### src/rtl/regfile_dump.sv
// Walks a register file read port from index 0 to RFILE_SIZE-1 and streams each
// value out over a valid/ready channel, one word per FETCH/SEND pair.
module regfile_dump #(
  parameter int RFILE_SIZE = 32,
  parameter int WORD_W     = 32
) (
  input  logic              CLK,
  input  logic              RST,
  input  logic              start,
  input  logic              abort,
  output logic              busy,
  output logic              done,
  output logic [4:0]        rsel,
  input  logic [WORD_W-1:0] rdat,
  output logic              dump_valid,
  input  logic              dump_ready,
  output logic [WORD_W-1:0] dump_data,
  output logic [4:0]        dump_idx,
  output logic              dump_last
);

  localparam int IDX_W = (RFILE_SIZE > 1) ? $clog2(RFILE_SIZE) : 1;
  localparam logic [IDX_W-1:0] LAST_IDX = IDX_W'(RFILE_SIZE - 1);

  typedef enum logic [1:0] {
    IDLE  = 2'd0,
    FETCH = 2'd1,
    SEND  = 2'd2,
    DONE  = 2'd3
  } state_t;

  state_t             state_reg, state_next;
  logic [IDX_W-1:0]   idx_reg, idx_next;
  logic [WORD_W-1:0]  data_reg;
  logic [IDX_W-1:0]   didx_reg;
  logic               last_reg;
  logic               fetch_en;

  always_ff @(posedge CLK) begin
    if (RST) begin
      state_reg <= IDLE;
      idx_reg   <= '0;
    end else begin
      state_reg <= state_next;
      idx_reg   <= idx_next;
    end
  end

  // The word is frozen here, so later register-file writes cannot disturb it.
  always_ff @(posedge CLK) begin
    if (RST) begin
      data_reg <= '0;
      didx_reg <= '0;
      last_reg <= 1'b0;
    end else if (fetch_en) begin
      data_reg <= rdat;
      didx_reg <= idx_reg;
      last_reg <= (idx_reg == LAST_IDX);
    end
  end

  always_comb begin
    state_next = state_reg;
    idx_next   = idx_reg;
    busy       = (state_reg != IDLE);
    done       = 1'b0;
    dump_valid = 1'b0;
    rsel       = '0;
    fetch_en   = 1'b0;
    case (state_reg)
      IDLE: begin
        if (start) begin
          state_next = FETCH;
          idx_next   = '0;
        end
      end
      FETCH: begin
        rsel = 5'(idx_reg);
        if (abort) begin
          state_next = IDLE;
          idx_next   = '0;
        end else begin
          fetch_en   = 1'b1;
          state_next = SEND;
        end
      end
      SEND: begin
        dump_valid = 1'b1;
        // Abort outranks a handshake arriving in the same cycle.
        if (abort) begin
          state_next = IDLE;
          idx_next   = '0;
        end else if (dump_ready) begin
          if (idx_reg == LAST_IDX) begin
            state_next = DONE;
          end else begin
            state_next = FETCH;
            idx_next   = idx_reg + 1'b1;
          end
        end
      end
      DONE: begin
        done       = ~abort;
        state_next = IDLE;
        idx_next   = '0;
      end
      default: begin
        state_next = IDLE;
        idx_next   = '0;
      end
    endcase
  end

  assign dump_data = data_reg;
  assign dump_idx  = 5'(didx_reg);
  assign dump_last = last_reg;

endmodule

### config.mk
export PLATFORM = sky130hd
export DESIGN_NAME = regfile_dump
export DESIGN_NICKNAME = d
export VERILOG_FILES = /design/src/rtl/regfile_dump.sv
export SDC_FILE = /design/constraint.sdc
export NUM_CORES = 1
export LEC_CHECK = 0
export ABC_AREA = 1
export ABC_CLOCK_PERIOD_IN_PS = 1900
export CORE_MARGIN = 10
export CORE_UTILIZATION = 30
export DETAILED_ROUTE_END_ITERATION = 8
export RECOVER_POWER = 25
export REMOVE_ABC_BUFFERS = 1
export SYNTH_ARGS = -nofsm -noshare
export SYNTH_HDL_FRONTEND = slang
export SYNTH_SLANG_ARGS = --single-unit
### constraint.sdc
create_clock -name CLK -period 1.9 [get_ports CLK]
set_clock_uncertainty 0.1 [all_clocks]
set_input_delay 0.475 -clock CLK [delete_from_list [all_inputs] [get_ports CLK]]
set_output_delay 0.475 -clock CLK [all_outputs]
set_load 0.05 [all_outputs]
==> flow_summary.toml <==
[logic_synthesis]
synthesis.area_sq_mm = 0.00178
ys_ff_latch = 45
synth_warnings = 0
synthMuxAreaShare = 0
syn_area_per_cell_sq_um = 7.46
netlist.area_leader.share = 0.505
synth_fa_ha_area_frac = 0.0140
yosysSeqAreaShare = 0.505
synth_top_family_by_area = "simple AND/OR/NAND/NOR gates"
synthXorXnorAreaFrac = 0
synthSimpleGateAreaFrac = 0.269
yosysTopAreaCell = "dfxtp_1"
synth-compound-area-share = 0.132
yosys.cell_types.count = 19
netlist_instances = 239
synth_area_leaders = "dfxtp_1 51%, nand2_1 19%, a21oi_1 12%"

[timing]
fmax_mhz = 555
max_slew_margin = 0.577
period_needed_ps = 1800
setup_viol = 0
tns_ps = 0
final_hold_viol_count = 0
worst_pin_slew_ps = 637
rsz0062_at_grt = "true"
post-route-period-util = 0.948
slew_viol_final = 0

[grt]
grt_pass1_vias = 1709
antenna_found_initial = 0
grt_max_degree = 36
grt_pass1_wl_microns = 8830
grt_remaining_overflow = 0
grtUsageTotal = 0.110

[cts]
cts_buffers = 5
cts_tree = "done"
cts_max_level = 2
hold_buffers = 0
worstSkewPairLatency_ps = 290
post_cts_buffers = 0
clock_sinks = 45
clock_tree.root_cell = "clkbuf_8"
clock_path_buffers = 2
path_clk_slew_ps = 80

[routing]
via_per_inst = 4.43
drtIter0Drc = 61
finalWirelength_microns = 5380
post_drt_wl_per_cell_microns = 13.4
drc_errors = 0
drtPass1Iterations = 4
drt.antenna.violating_nets = 0
vias = 1785

[setup_path]
r2r-start = "idx_reg[1]"
required_ps = 1320
endpoint_kind = "output port"
critPathBufInv = 2
critPathArrivalTime_ps = 1230
startpoint_type = "flop"
critical-path-max-stage-delay_ps = 340
r2r_end = "idx_reg[1]"
regToRegSetupSlack_ps = 210
path_delay_family = "flip-flops"
reg2reg_depth = 11
worstPathMaxFanout = 6
crit_chain = "inv_2 > nand2_2 > nor2_1 > buf_12"
worstSetupPathType = "flop to output port"
cp_slowest_cell = "dfxtp_1"

[cells_and_area]
largest_reg_flops = 32
instances_no_fill = 403
diodes = 0
nNetsFinal = 366
fill_cells = 626
synthToLayoutAreaGrowth_pct = 52.7
drive_above_1_share = 0.177
final_cell_mix = "89 x nand2_1, 42 x a21oi_1, 42 x dfxtp_1, 35 x clkdlybuf4s50_1, 28 x buf_4"
layout_commonest_cell = "nand2_1"

[placement]
port_buffers = 82
place.gp.congestion = 0.763
dp_hpwl_microns = 4010
dp.cells = 395

[floorplanning]
die_area_sq_mm = 0.00943
dieWidth_microns = 97.1
num_rows = 28
die_height_microns = 97.1
start_util = 0.305
core_area_sq_mm = 0.00585
io_pins = 83

[pwr]
vdd_ir_drop_max_v = 0.000338
leakage_nw = 1.06
p_per_area_mw_per_mm2 = 798

[run]
drv_cap = 0

[worst_hold_path]
hold_path_end = "dump_data[6]"
min_path_type = "flop to flop"
hold_path_startpoint = "dump_data[6]"
min_path_cells = 2

[run_status]
status = "completed"
-- worst max path at each step --
| stage | from | to | slack, ps | depth (start not counted) |
|---|---|---|---|---|
| floorplan | abort | done | -250 | 1 |
| global placement | abort | idx_reg[3] | -60 | 9 |
| detailed placement | abort | dump_last | -60 | 7 |
| CTS | state_reg[0] | done | 40 | 4 |
| global route | state_reg[1] | rsel[3] | -4 | 4 |
| finish | state_reg[1] | rsel[4] | 100 | 4 |
-- cell families after synthesis --
family                     after synthesis
AOI/OAI and AO/OA                       47
adders and majority gates                2
buffers and inverters                   25
DFF                                     45
and+or+nand+nor                        120
-- worst register-to-register path: stages (launching register included) --
cell and delay (ps):
dfxtp_2 380, ha_1 190, nand2_1 80, nor2_2 100, ha_2 180, inv_1 50
nor2_1 80, nand2_1 60, nand2_1 110, nor2_4 60, o21ai_0 140, nor2_1 50
-- synth_stat cells --
cell type and n:
buf_1 1, nand3_1 3, o21ai_0 5, inv_2 2
nor2_2 1, nand2_2 2, nor2_1 20, nand2_1 89
buf_6 6, clkbuf_1 3, inv_1 11, a21oi_1 42
nand4_1 1, ha_1 2, dfxtp_1 45, nor2_4 1
nand3_2 1, buf_2 2, nor3_1 2
-- layout make-up --
type / count / area [sq um] / share of cell area
Tap cell: 75 / 93.8 / 0.0345
Inverter: 13 / 48.8 / 0.0179
Multi-Input combinational cell: 169 / 751 / 0.276
Clock inverter: 2 / 13.8 / 0.00506
Clock buffer: 6 / 82.6 / 0.0303
Sequential cell: 45 / 907 / 0.333
Timing Repair Buffer: 93 / 826 / 0.303
-- layer usage --
layer,part of all wire,wire length [microns],global-route usage,up-vias
li1,-,-,-,931
met1,0.49,2640,0.141,804
met2,0.46,2450,0.173,45
met3,0.047,253,0.0341,5
met4,0.0067,36,0.0272,0
met5,0,0,0,-
-- where the power goes --
part | leakage [nW] | internal, mW | switching [mW]
Sequential | 0.367 | 0.995 | 0.0363
Clock | 0.0512 | 0.295 | 0.320
Combinational | 0.637 | 0.197 | 0.330
Total | 1.06 | 1.49 | 0.686
-- stage by stage --
stage                util  hold slack, ps  cell area (sq um)  power (mW)  setup WS, ps
floorplan               -             362               1690        1.34          -247
global placement    0.459             353               2690        1.60         -64.8
detailed placement  0.459             358               2690        1.60         -58.6
CTS                 0.475             371               2780        2.23          40.7
global route        0.465             391               2720        2.29         -3.65
finish              0.465             368               2720        2.17          98.0
-- timing repair --
action / in CTS / in global routing
gates cloned: 0 / 0
setup endpoints to repair: 1 / 11
pin swaps: 1 / 0
gates resized for setup: 1 / 8
(Power assumes the default switching activity.)
